==> src/rtl/instruction_fetch_unit.sv <==
// Instruction fetch initiator: drives the instruction-memory read port, captures
// returned words into a small prefetch buffer, and hands them to decode.
module instruction_fetch_unit #(
    parameter logic [31:0] RESET_PC    = 32'h0000_0000,
    parameter int          MEM_LATENCY = 1,
    parameter int          DEPTH       = 2
) (
    input  logic        CLK,
    input  logic        Reset,
    output logic        InsMemRW,
    output logic [31:0] InsAddr,
    input  logic [31:0] IDataIn,
    input  logic        Redirect,
    input  logic [31:0] RedirectPC,
    input  logic        Halt,
    output logic        InsValid,
    output logic [31:0] InsOut,
    output logic [31:0] InsPC,
    input  logic        InsReady,
    output logic        Fault
);

    // state   | meaning
    // S_IDLE  | first cycle after reset, no fetch issued yet
    // S_FETCH | read in flight, InsAddr held for MEM_LATENCY cycles
    // S_STALL | buffer full, waiting for decode to pop
    // S_HALT  | no new fetch; also the terminal state after a fault
    typedef enum logic [1:0] {
        S_IDLE  = 2'd0,
        S_FETCH = 2'd1,
        S_STALL = 2'd2,
        S_HALT  = 2'd3
    } state_t;

    localparam int             CW       = 4;
    localparam int             OW       = 3;
    localparam logic [CW-1:0]  LAST_CNT = CW'(MEM_LATENCY - 1);
    localparam logic [OW-1:0]  DEPTH_OW = OW'(DEPTH);

    state_t        r_state;
    state_t        w_state_nxt;
    logic [31:0]   r_fetch_pc;
    logic [CW-1:0] r_cnt;
    logic [OW-1:0] r_count;
    logic          r_fault;
    logic [31:0]   r_buf_ins [4];
    logic [31:0]   r_buf_pc  [4];

    logic          w_pop;
    logic          w_capture;
    logic          w_redirect;
    logic          w_misalign;
    logic          w_room;
    logic [OW-1:0] w_wr_pos;
    logic [OW-1:0] w_occ_after;

    assign w_pop       = (r_count != '0) && InsReady;
    assign w_capture   = (r_state == S_FETCH) && (r_cnt == LAST_CNT);
    assign w_redirect  = Redirect && !r_fault;
    assign w_misalign  = w_redirect && (RedirectPC[1:0] != 2'b00);
    // write slot is the occupancy left after this edge's pop
    assign w_wr_pos    = r_count - OW'(w_pop);
    assign w_occ_after = w_wr_pos + OW'(w_capture);
    assign w_room      = w_occ_after < DEPTH_OW;

    always_comb begin
        w_state_nxt = r_state;
        if (r_fault || w_misalign) begin
            w_state_nxt = S_HALT;
        end else if (w_redirect) begin
            w_state_nxt = Halt ? S_HALT : S_FETCH;
        end else begin
            case (r_state)
                S_IDLE:  w_state_nxt = Halt ? S_HALT : S_FETCH;
                S_FETCH: begin
                    if (w_capture) begin
                        if (Halt)        w_state_nxt = S_HALT;
                        else if (w_room) w_state_nxt = S_FETCH;
                        else             w_state_nxt = S_STALL;
                    end
                end
                S_STALL: begin
                    if (Halt)       w_state_nxt = S_HALT;
                    else if (w_pop) w_state_nxt = S_FETCH;
                end
                S_HALT: begin
                    if (!Halt) w_state_nxt = w_room ? S_FETCH : S_STALL;
                end
                default: w_state_nxt = S_IDLE;
            endcase
        end
    end

    always_ff @(posedge CLK) begin
        if (!Reset) begin
            r_state    <= S_IDLE;
            r_fetch_pc <= RESET_PC;
            r_cnt      <= '0;
            r_count    <= '0;
            r_fault    <= 1'b0;
        end else begin
            r_state <= w_state_nxt;
            if (w_redirect) begin
                r_cnt   <= '0;
                r_count <= '0;
                if (w_misalign) r_fault    <= 1'b1;
                else            r_fetch_pc <= RedirectPC;
            end else begin
                if (w_capture) begin
                    r_cnt      <= '0;
                    r_fetch_pc <= r_fetch_pc + 32'd4;
                end else if (r_state == S_FETCH) begin
                    r_cnt <= r_cnt + CW'(1);
                end
                r_count <= w_occ_after;
            end
        end
    end

    // Shift-register buffer with the head in slot 0; stale slots are masked by r_count.
    always_ff @(posedge CLK) begin
        for (int i = 0; i < 3; i++) begin
            if (w_capture && (w_wr_pos == OW'(i))) begin
                r_buf_ins[i] <= IDataIn;
                r_buf_pc[i]  <= r_fetch_pc;
            end else if (w_pop) begin
                r_buf_ins[i] <= r_buf_ins[i+1];
                r_buf_pc[i]  <= r_buf_pc[i+1];
            end
        end
        if (w_capture && (w_wr_pos == OW'(3))) begin
            r_buf_ins[3] <= IDataIn;
            r_buf_pc[3]  <= r_fetch_pc;
        end else if (w_pop) begin
            r_buf_ins[3] <= '0;
            r_buf_pc[3]  <= '0;
        end
    end

    assign InsMemRW = (r_state == S_FETCH);
    assign InsAddr  = r_fetch_pc;
    assign InsValid = (r_count != '0);
    assign InsOut   = InsValid ? r_buf_ins[0] : '0;
    assign InsPC    = InsValid ? r_buf_pc[0]  : '0;
    assign Fault    = r_fault;

endmodule

==> config.mk <==
export PLATFORM = sky130hd
export DESIGN_NAME = instruction_fetch_unit
export DESIGN_NICKNAME = d
export VERILOG_FILES = /design/src/rtl/instruction_fetch_unit.sv
export SDC_FILE = /design/constraint.sdc
export NUM_CORES = 1
export LEC_CHECK = 0
export ABC_AREA = 1
export BUFFER_PORTS_ARGS = -buffer_cell sky130_fd_sc_hd__buf_4
export CORE_ASPECT_RATIO = 1.5
export CORE_MARGIN = 2
export CORE_UTILIZATION = 60
export CTS_BUF_LIST = sky130_fd_sc_hd__clkbuf_8
export DETAILED_ROUTE_END_ITERATION = 7
export GPL_ROUTABILITY_DRIVEN = 0
export MAX_ROUTING_LAYER = met4
export PLACE_DENSITY_LB_ADDON = 0.25
export SYNTH_ARGS = -nofsm -noshare
export SYNTH_HDL_FRONTEND = slang
export SYNTH_SLANG_ARGS = --single-unit
==> constraint.sdc <==
create_clock -name CLK -period 6.21 [get_ports CLK]
set_input_delay 0.3105 -clock CLK [delete_from_list [all_inputs] [get_ports CLK]]
set_output_delay 0.3105 -clock CLK [all_outputs]
set_load 0.005 [all_outputs]
After elaboration in Yosys (flattened, before gate mapping). Memory sizes are Yosys's and may differ from the RTL's. Index checks and enable logic that the tools add are counted.

Bitwise logic cells: 9. Magnitude comparators: 1. Add/sub/neg operators: 4. Mux-type cells: 40. Reduce and logical (&&, ||, !) cells: 21. Eq/ne operators: 10.

Operator list (number): 2-to-1 mux 32 bit (13); adder 32 x 3 -> 32 bit (second input constant) (1); 2-to-1 mux 2 bit (9); 2-to-1 mux 1 bit (17); logical AND 1 bit (8); bitwise OR 1 bit (8); one-hot mux 2 bit (4 select lines) (1); == test 3 x 2 -> 1 bit (second input constant) (2); != test 5 bit (second input constant) (1); adder 4 x 1 -> 4 bit (second input constant) (1); == test 2 bit (second input constant) (2); zero test 4 bit (1); != test 4 x 1 -> 1 bit (second input constant) (1); != test 4 bit (second input constant) (1); AND reduction 2 bit (2); nonzero test 2 bit (2); adder 3 x 1 -> 3 bit (1); == test 3 x 1 -> 1 bit (second input constant) (1); zero test 3 bit (1); less-than comparator 3 x 2 -> 1 bit (second input constant) (1); AND reduction 3 bit (1); nonzero test 3 bit (1); OR reduction 3 bit (1); subtractor 3 x 1 -> 3 bit (1); 7 further kinds (7).

Output and inout bits: 99. Word-level logic and storage cells: 92. Memory bits (writable): 256. Input bits: 69. Memories: 2. Register bits: 42.

Memory list: r_buf_ins (depth 4, bits a word 32, read ports 4, clocked after Yosys merged registers in 0, write ports 4, line 46) `logic [31:0] r_buf_ins [4];`; r_buf_pc (depth 4, bits a word 32, read ports 4, clocked after Yosys merged registers in 0, write ports 4, line 47) `logic [31:0] r_buf_pc [4];`.

Longest topological paths before layout.
Word-level depth: 11. Depth in mapped cells: 16. Gate-level depth less buffers: 15.

Worst setup path after synthesis. Ideal clock, no wire load.

Path kind: flip-flop to flip-flop. Start point: register r_count[1]. End point: memory r_buf_ins[2][0], in the netlist r_buf_ins[1][0], enable pin. Setup time: 0.424 ns. Stages on the path, launching flop included: 10. Arrival: 2.814 ns. Data required time: 5.786 ns. Path buffers: 0. Clock period less this slack: 3.238 ns. Setup slack: 2.972 ns. Path through: dfxtp_1 nor2_1 nand2_1 nand2_1 inv_1 ha_1 ha_1 inv_1 nand4_1 nand2_1.

RTL lines: start: declaration (line 44) `logic [OW-1:0] r_count;`; start signal: assignment (line 115) `r_count <= w_occ_after;`; end: declaration (line 46).

==> results.json <==
{
  "cts_tree": "yes",
  "crit_fanout": 81,
  "fin_area_sq_mm": 0.0161,
  "numPortBuffers": 167,
  "clkLatencyLatePin_ns": 0.55,
  "maxCapViolCount": 0,
  "grt_pass1_vias": 9764,
  "setup_viol": 0,
  "cts_buffers": 43,
  "clock-sinks": 298,
  "dieArea_sq_mm": 0.0248,
  "netlist_area_sq_mm": 0.0141,
  "worst_slew_margin_rel_pct": 32.0,
  "startpoint_type": "flop",
  "synth_compound_area_share_pct": 11.8,
  "synth-seq-area-share_pct": 60.5,
  "grt-ovfl-total": 0,
  "synth-edff-count": 256,
  "clockBufferDepth": 3,
  "power.leakage_nw": 6.52,
  "synth_most_common_cell": "nor2_1",
  "core_area_sq_mm": 0.0231,
  "root_buffer": "clkbuf_8",
  "grt_pass1_wl_um": 46400,
  "post_drt_wl_per_cell_um": 14.9,
  "crit_required_ns": 6.48,
  "drive_gt1_share_pct": 22.0,
  "arrival_ns": 4.03,
  "h-tree-depth": 2,
  "tns_ns": 0,
  "synth_common_cells": "nor2_1 (407), edfxtp_1 (256), nand2_1 (189)",
  "max-vdd-ir-drop_v": 0.000225,
  "ant_nets": 0,
  "yosys.area_share.simple_pct": 18.4,
  "clock_skew_ns": 0.0291,
  "hold_buffers": 0,
  "p_per_area_mw_per_mm2": 364,
  "die_y_um": 192,
  "clk_pin_slew_worst_paths_ns": 0.06,
  "synth.top_cell.area_share_pct": 54.5,
  "multi_input_area_sq_mm": 0.00443,
  "muxShareOfSynthArea_pct": 0,
  "antenna_found_initial": 0,
  "synthToLayoutAreaGrowth_pct": 14.1,
  "syn_avg_cell_area_sq_um": 9.76,
  "synthAdderAreaFrac_pct": 0.533,
  "status": "complete, no violations",
  "synth_cell_type_count": 30,
  "grt_max_degree": 82,
  "ys_top_cells_by_area": "edfxtp_1 (55%), nor2_1 (11%), a21oi_2 (7.0%)",
  "syn-num-nets": 1520,
  "placementRows": 68,
  "end_kind": "flop",
  "drc": 0,
  "ios": 168,
  "final.min_clock_period_ns": 3.76,
  "timing.final.crit_share_pct": 60.6,
  "yosys_warnings": 0,
  "area.sequential_sq_mm": 0.00853,
  "worst_pin_slew_ns": 1.02,
  "vias": 10200,
  "cts_repair_resize_count": 0,
  "start_util_pct": 61.1,
  "hold_path.class": "input port to flop",
  "n_antenna_cell": 0,
  "nFillCells": 1751,
  "drt-initial-drc-count": 639,
  "syn_inst": 1445,
  "postCtsSetupBuffers": 0,
  "drt_wl_total_um": 29000,
  "nets": 1671,
  "slew_viol_final": 0,
  "dpl-instance-area_sq_mm": 0.0153,
  "drt_first_pass_iters": 5,
  "dp_hpwl_um": 18800,
  "rsz0062_at_grt": "false",
  "synth_top_family_by_area": "simple AND/OR/NAND/NOR gates",
  "synth_top_flop_cell": "edfxtp_1",
  "synth_largest_area_cell": "edfxtp_1",
  "finalHoldViolCount": 0,
  "worstSetupPathType": "flop to flop",
  "grt_util_all_layers_pct": 24.2,
  "fp.dieW_um": 129,
  "synth_async_sr_flop_share_pct": 0,
  "max_freq_mhz": 266,
  "vias_per_cell": 5.26,
  "timing.reg2reg.setup_slack_ns": 2.45,
  "ys_ff_latch": 298,
  "synth-xor-area-share_pct": 0.311
}
cell type report:
| class | instances | share of cell area, % |
|---|---|---|
| clock buffer | 47 | 4.02 |
| multi-input combinational | 916 | 27.5 |
| timing repair buffer | 175 | 8.25 |
| tap | 315 | 2.45 |
| sequential | 298 | 53.0 |
| clock inverter | 30 | 0.926 |
| inverter | 162 | 3.78 |
power by group:
group	leakage (nW)	switching [mW]	internal, mW
Sequential	2.73	0.137	2.82
Clock	0.485	0.717	0.737
Combinational	3.30	0.952	0.489
flip-flops by register name, indices dropped and copies added, names as in the netlist:
register and cells:
Fault 1, InsAddr 32, r_buf_ins 128, r_buf_pc 128, r_cnt 4, r_count 3
r_state 2
worst max-delay path: stages (launching register included):
cell and delay (ns):
dfxtp_1 0.31, nor2_1 0.10, nand2_1 0.11, nand2_1 0.33
inv_1 0.27, ha_1 0.26, ha_1 0.19, nand2_1 0.07
nand2_1 0.07, inv_1 0.13, nand4_1 0.24, nand2_4 0.68
buf_4 0.53, a21oi_1 0.14
logic make-up after synthesis:
| logic type | count (synthesis) |
|---|---|
| flip-flops | 298 |
| buffers and inverters | 231 |
| adder cells (fa/ha/maj) | 6 |
| AO/OA/AOI/OAI | 247 |
| AND/OR/NAND/NOR | 658 |
| XOR/XNOR | 5 |
routing by layer:
metal	vias to the layer above	track usage, %	wire length, um
li1	5059	-	-
met1	4702	28.4	11700
met2	372	41.8	14600
met3	80	3.54	1650
met4	0	9.91	1020
met5	-	-	0
through the flow:
step | setup slack (ns) | cells | power, mW | hold slack (ns) | utilization [%]
after global routing | 2.15 | 1943 | 6.18 | 0.0337 | 69.8
after detailed placement | 2.48 | 1866 | 4.46 | 0.500 | 66.3
final | 2.45 | 1943 | 5.86 | 0.0383 | 69.8
after CTS | 2.45 | 1943 | 5.90 | 0.0173 | 69.8
after global placement | 2.72 | 1866 | 4.40 | 0.487 | 66.3
after floorplan | 2.97 | 1445 | 4.05 | 0.449 | -
path summary, 6_finish.rpt:
kind	end	startpoint	depth (start not counted)
min	InsAddr[3]	RedirectPC[3]	3
max	r_buf_pc[0][44]	r_count[1]	13
min reg2reg	r_cnt[1]	r_cnt[1]	2
max reg2reg	r_buf_pc[0][44]	r_count[1]	13
placed cells by master, fill, tap and decap left out, drive strengths merged:
cell / count
nor2: 409
edfxtp: 256
a21oi: 221
nand2: 191
inv: 182
buf: 175
clkbuf: 47
dfxtp: 42
nand3: 36
o21ai: 20
nand4: 11
clkinv: 9
nor3: 7
ha: 6
xor2: 5
or2: 2
o22ai: 2
a31oi: 2
o211ai: 1
o31ai: 1
and2: 1
nand3b: 1
bufinv: 1
(Power assumes the default switching activity.)
